--- src/rtl/de_issue_ctrl.sv ---
// Decode-stage issue controller: per-GPR pending-write scoreboard, inflight
// limiter and a two-state RUN/DRAIN flush sequencer.
module de_issue_ctrl #(
   parameter int unsigned MAX_INFLIGHT = 4
) (
   input  logic       clk,
   input  logic       reset_n,
   input  logic       de_v,
   input  logic [2:0] de_src1,
   input  logic       de_src1_v,
   input  logic [2:0] de_src2,
   input  logic       de_src2_v,
   input  logic [2:0] de_dst,
   input  logic       de_dst_we,
   input  logic       mem_dep,
   input  logic       mr_stall,
   input  logic       mw_stall,
   input  logic       wb_v,
   input  logic [2:0] wb_reg,
   input  logic       wb_we,
   input  logic       flush,
   output logic       ld_ag,
   output logic       reg_dep,
   output logic       ag_vin,
   output logic       de_stall,
   output logic [7:0] busy,
   output logic [2:0] inflight,
   output logic       draining,
   output logic       sb_err
);

   localparam logic [0:0] StRun   = 1'b0;
   localparam logic [0:0] StDrain = 1'b1;

   logic [1:0] cnt_q [8];
   logic [1:0] cnt_d [8];
   logic [2:0] inflight_q, inflight_d;
   logic [0:0] state_q, state_d;
   logic       sb_err_q, sb_err_d;
   logic [7:0] cnt_inc, cnt_dec;
   logic       issue;
   logic       inf_dec;
   logic       wb_err;

   // Busy flags decode straight from the counter flops, so writeback only
   // releases a hazard on the following cycle.
   always_comb begin
      busy = '0;
      for (int i = 0; i < 8; i++) begin
         busy[i] = (cnt_q[i] != 2'd0);
      end
   end

   assign ld_ag   = ~(mem_dep | mr_stall | mw_stall);
   // A destination whose counter is saturated must wait, otherwise it would wrap.
   assign reg_dep = de_v & ((de_src1_v & busy[de_src1]) | (de_src2_v & busy[de_src2]) |
                            (de_dst_we & (cnt_q[de_dst] == 2'd3)));
   assign issue   = de_v & ~reg_dep & ld_ag & (state_q == StRun) & ~flush &
                    (32'(inflight_q) < MAX_INFLIGHT);
   assign ag_vin   = issue;
   assign de_stall = de_v & ~issue & ~flush;

   // Per-register increment/decrement requests; a decrement of an empty
   // counter is dropped and reported instead.
   always_comb begin
      cnt_inc = '0;
      cnt_dec = '0;
      for (int i = 0; i < 8; i++) begin
         cnt_inc[i] = issue & de_dst_we & (de_dst == 3'(i));
         cnt_dec[i] = wb_v & wb_we & (wb_reg == 3'(i)) & (cnt_q[i] != 2'd0);
      end
   end

   // Next-state counters; simultaneous inc and dec cancel.
   always_comb begin
      for (int i = 0; i < 8; i++) begin
         cnt_d[i] = cnt_q[i];
         if (cnt_inc[i] && !cnt_dec[i]) begin
            cnt_d[i] = cnt_q[i] + 2'd1;
         end else if (!cnt_inc[i] && cnt_dec[i]) begin
            cnt_d[i] = cnt_q[i] - 2'd1;
         end
      end
   end

   assign inf_dec = wb_v & (inflight_q != 3'd0);
   assign wb_err  = (wb_v & (inflight_q == 3'd0)) |
                    (wb_v & wb_we & (cnt_q[wb_reg] == 2'd0));

   // Next-state inflight count and sticky error.
   always_comb begin
      inflight_d = inflight_q;
      if (issue && !inf_dec) begin
         inflight_d = inflight_q + 3'd1;
      end else if (!issue && inf_dec) begin
         inflight_d = inflight_q - 3'd1;
      end
      sb_err_d = sb_err_q | wb_err;
   end

   // RUN/DRAIN sequencing; leave DRAIN once nothing will remain in flight.
   always_comb begin
      state_d = state_q;
      case (state_q)
         StRun: begin
            if (flush) state_d = StDrain;
         end
         default: begin
            if ((inflight_d == 3'd0) && !flush) state_d = StRun;
         end
      endcase
   end

   // State registers with synchronous active-low reset.
   always_ff @(posedge clk) begin
      if (!reset_n) begin
         for (int i = 0; i < 8; i++) begin
            cnt_q[i] <= 2'd0;
         end
         inflight_q <= 3'd0;
         state_q    <= StRun;
         sb_err_q   <= 1'b0;
      end else begin
         for (int i = 0; i < 8; i++) begin
            cnt_q[i] <= cnt_d[i];
         end
         inflight_q <= inflight_d;
         state_q    <= state_d;
         sb_err_q   <= sb_err_d;
      end
   end

   assign inflight = inflight_q;
   assign draining = (state_q == StDrain);
   assign sb_err   = sb_err_q;

endmodule

--- config.mk ---
export PLATFORM = sky130hd
export DESIGN_NAME = de_issue_ctrl
export DESIGN_NICKNAME = d
export VERILOG_FILES = /design/src/rtl/de_issue_ctrl.sv
export SDC_FILE = /design/constraint.sdc
export NUM_CORES = 1
export LEC_CHECK = 0
export CORE_AREA = 2 2 77 79
export DETAILED_ROUTE_END_ITERATION = 6
export DIE_AREA = 0 0 79 81
export PLACE_DENSITY = 0.62
export REMOVE_ABC_BUFFERS = 1
export SLEW_MARGIN = 30
export SYNTH_ARGS = -nofsm -noshare
export SYNTH_HDL_FRONTEND = slang
export SYNTH_SLANG_ARGS = --single-unit
--- constraint.sdc ---
create_clock -name clk -period 3.4 [get_ports clk]
set_input_delay 0.68 -clock clk [delete_from_list [all_inputs] [get_ports clk]]
set_output_delay 0.68 -clock clk [all_outputs]
set_load 0.02 [all_outputs]
==> results.py <==
metrics = {
    "sta": {
        "worstMarginPinSlew_ns": 0.657,
        "holdWs_ns": 0.506,
        "rsz0062_at_grt": "false",
        "setup_violations": 0,
        "relSlewSlack_pct": 56.0,
        "final-hold-violation-count": 0,
        "fin_crit_sh_pct": 97.4,
        "max_freq_mhz": 302,
        "period_needed_ns": 3.31,
        "slew_violations": 0,
        "finalClockSkew_ns": 0.00229,
    },
    "synth": {
        "ys_seq_area_share_pct": 25.3,
        "netlist_instances": 198,
        "synth.distinct_cells": 40,
        "yosys.area.top_type_share_pct": 25.3,
        "synth.area.top_cells": "dfxtp_1 25%, ha_1 8.3%, mux4_2 8.1%",
        "netlist_area_um2": 1660,
        "yosys.area.top_type": "dfxtp_1",
        "syn-mean-instance-area_um2": 8.39,
        "ys_warn_count": 0,
        "yosys.area_share.adder_pct": 8.29,
        "synth_xor_area_share_pct": 10.0,
        "synth-compound-area-share_pct": 13.6,
        "synthMuxAreaShare_pct": 9.95,
        "yosys.area_share.simple_pct": 28.9,
        "synth_seq_cells": 21,
        "synth_top_family_by_area": "simple AND/OR/NAND/NOR gates",
    },
    "clock_tree": {
        "htreeDepth": 1,
        "cts_made_buffers": 3,
        "cts_setup_buffers": 0,
        "clk_pin_slew_ns": 0.08,
        "cts.path.max_buffers": 2,
        "cts_tree": "done",
        "clock-sinks": 21,
        "clock_latency_ns": 0.26,
        "cts_root_buf": "clkbuf_8",
    },
    "critical_path": {
        "cp_max_fo": 5,
        "path_buf_inv": 2,
        "worstPathRequired_ns": 2.72,
        "cp_top_family": "buffers and inverters",
        "slowest_stage": "clkdlybuf4s50_1",
        "cp_slowest_stage_delay_ns": 0.60,
        "crit_path_end_kind": "output port",
        "worst-setup-path-type": "input pin to output port",
        "setup.worst_path.start_class": "input pin",
        "cp_cell_sequence": "clkdlybuf4s50_1, mux4_2, o211ai_1, nor4_4, nor2_1, dlygate4sd2_1",
        "arrival_ns": 2.63,
    },
    "placed_design": {
        "gp_congestion": 0.850,
        "portBuffers": 40,
        "dp_hpwl_um": 3520,
        "placed_area_um2": 2240,
    },
    "power_and_ir_drop": {
        "p_leak_nw": 0.910,
        "p_per_area_nw_per_um2": 343,
        "combPwrFrac_pct": 41.5,
        "ir_worst_vdd_uv": 249,
        "power_frac_seq_pct": 37.2,
        "sw_frac_of_total_pct": 35.6,
        "power.switching_uw": 282,
        "intPower_uw": 511,
        "power_frac_clock_pct": 21.3,
    },
    "route": {
        "via_count": 1569,
        "antenna_left": 0,
        "drtIter0Drc": 65,
        "wl_um": 4370,
        "viasPerCell": 4.81,
        "wl_per_cell_um": 13.4,
        "dr.pass1.iters": 4,
        "drc": 0,
    },
    "final_layout": {
        "post-route-util_pct": 40.7,
        "nets": 287,
        "n_fill_cell": 593,
        "diodes": 0,
        "drive_gt1_share_pct": 12.4,
        "synthToLayoutAreaGrowth_pct": 39.1,
        "design_area_um2": 2310,
    },
    "global_route": {
        "grt_use_total_pct": 14.5,
        "grt_pass1_wl_um": 7320,
        "antenna_found_initial": 0,
        "overflow": 0,
        "grt_pass1_vias": 1600,
        "grt_max_degree": 22,
    },
    "floorplanning": {
        "start_util_pct": 29.3,
        "die_h_um": 81,
        "rows": 28,
        "die_w_um": 79,
        "die-area_um2": 6400,
        "core_um2": 5680,
        "io_pins": 41,
    },
    "status": {
        "status": "complete, no violations",
    },
    "job": {
        "cap_violations": 0,
    },
    "hold_path": {
        "hold_path.class": "flop to flop",
    },
}
==> flip-flops by register name (all words and copies together), names as in the netlist <==
register,count
draining,1
sb_err,1
inflight,3
cnt_q,16
==> worst min-delay path, cell delays in order, from the launching register on <==
cell,delay (ns)
dfxtp_1,0.33
a21oi_1,0.04
nor2b_1,0.10
==> kinds of logic (layout without fill, tap and decap cells) <==
kind of cell               after synthesis  after routing
and+or+nand+nor                         91             91
AOI/OAI and AO/OA                       30             30
DFF                                     21             21
xor gates and xnor gates                19             19
buffers and inverters                   17             70
adders and majority gates               11             11
muxes                                    9              9
==> worst paths after layout <==
kind                                   from          end  slack, ns  cells past startpoint
worst max-delay path              de_dst[0]     de_stall       0.09                      6
worst min-delay path                 sb_err       sb_err       0.51                      2
worst max register to register  cnt_q[2][0]  cnt_q[0][1]       0.52                     11
worst min register to register       sb_err       sb_err       0.51                      2
==> layout make-up <==
type                       count  area [um^2]  area share [%]
clock buffer                   4         45.0            1.95
inverter                      12         45.0            1.95
multi-input combinational    160         1200            52.1
sequential                    21          420            18.2
tap                           75         93.8            4.06
timing repair buffer          54          502            21.7
==> synth_stat cells (all sizes together) <==
library cell  instances
inv                  12
o21ai                 9
nand4                 2
nor3                 11
o221a                 1
a21oi                 1
a2111oi               1
mux2i                 3
or3b                  1
nor4b                 1
o32ai                 1
nor4                  2
nor3b                 2
o2bb2ai               1
dfxtp                21
nand2b                4
xnor2                10
xor2                  9
o21bai                1
a311oi                1
and2                  9
or3                   8
a21boi                8
buf                   2
o41a                  1
o21a                  2
a31oi                 1
nor2                 16
and3                  3
o31a                  1
or2b                  1
nor2b                 3
o211ai                1
clkbuf                3
ha                   11
nand3                 8
mux4                  6
nand2                20
==> layer usage <==
| layer | track usage [%] | share of wire, % |
|---|---|---|
| met1 | 17.8 | 47 |
| met2 | 26.4 | 49 |
| met3 | 3.67 | 4.5 |
| met4 | 1.72 | 0.34 |
| met5 | 0 | 0 |
==> what timing repair did <==
action	in CTS	in global routing
pin swaps	0	1
gates resized for setup	4	3
endpoints found under the setup margin	3	7
hold buffers	0	0
==> layout by cell type (no fill, tap or decap), types with 2 or more instances in the layout <==
| cell | synthesis | final |
|---|---|---|
| a21boi_0 | 8 | 8 |
| and2_1 | 9 | 9 |
| and3_1 | 3 | 3 |
| buf_4 | 0 | 14 |
| clkbuf_8 | 0 | 3 |
| clkdlybuf4s50_1 | 0 | 37 |
| dfxtp_1 | 21 | 21 |
| dlygate4sd2_1 | 0 | 3 |
| ha_1 | 11 | 11 |
| inv_1 | 12 | 12 |
| mux2i_1 | 3 | 3 |
| mux4_2 | 6 | 6 |
| nand2_1 | 20 | 20 |
| nand2b_1 | 4 | 4 |
| nand3_1 | 8 | 8 |
| nand4_1 | 2 | 2 |
| nor2_1 | 16 | 16 |
| nor2b_1 | 3 | 3 |
| nor3_1 | 11 | 10 |
| nor3b_1 | 2 | 2 |
| o21a_1 | 2 | 2 |
| o21ai_0 | 9 | 9 |
| or3_1 | 8 | 8 |
| xnor2_1 | 10 | 10 |
| xor2_1 | 9 | 9 |
==> power groups by stage <==
stage / combinational (mW) / clock (mW) / sequential, mW
global route: 0.362 / 0.191 / 0.299
floorplan: 0.174 / 0 / 0.322
CTS: 0.330 / 0.177 / 0.295
global placement: 0.324 / 0 / 0.301
detailed placement: 0.328 / 0 / 0.301
finish: 0.329 / 0.169 / 0.295
==> stage by stage <==
stage / worst slack, ns / power (mW) / setup TNS [ns] / instances
2_1_floorplan: 0.106 / 0.496 / 0 / 193
3_3_place_gp: -0.214 / 0.624 / -1.28 / 322
3_5_place_dp: -0.229 / 0.629 / -2.10 / 322
4_1_cts: 0.0598 / 0.802 / 0 / 326
5_1_grt: 0.0214 / 0.852 / 0 / 326
6_report: 0.0896 / 0.793 / 0 / 326
Power figures use the tool's default switching activity.
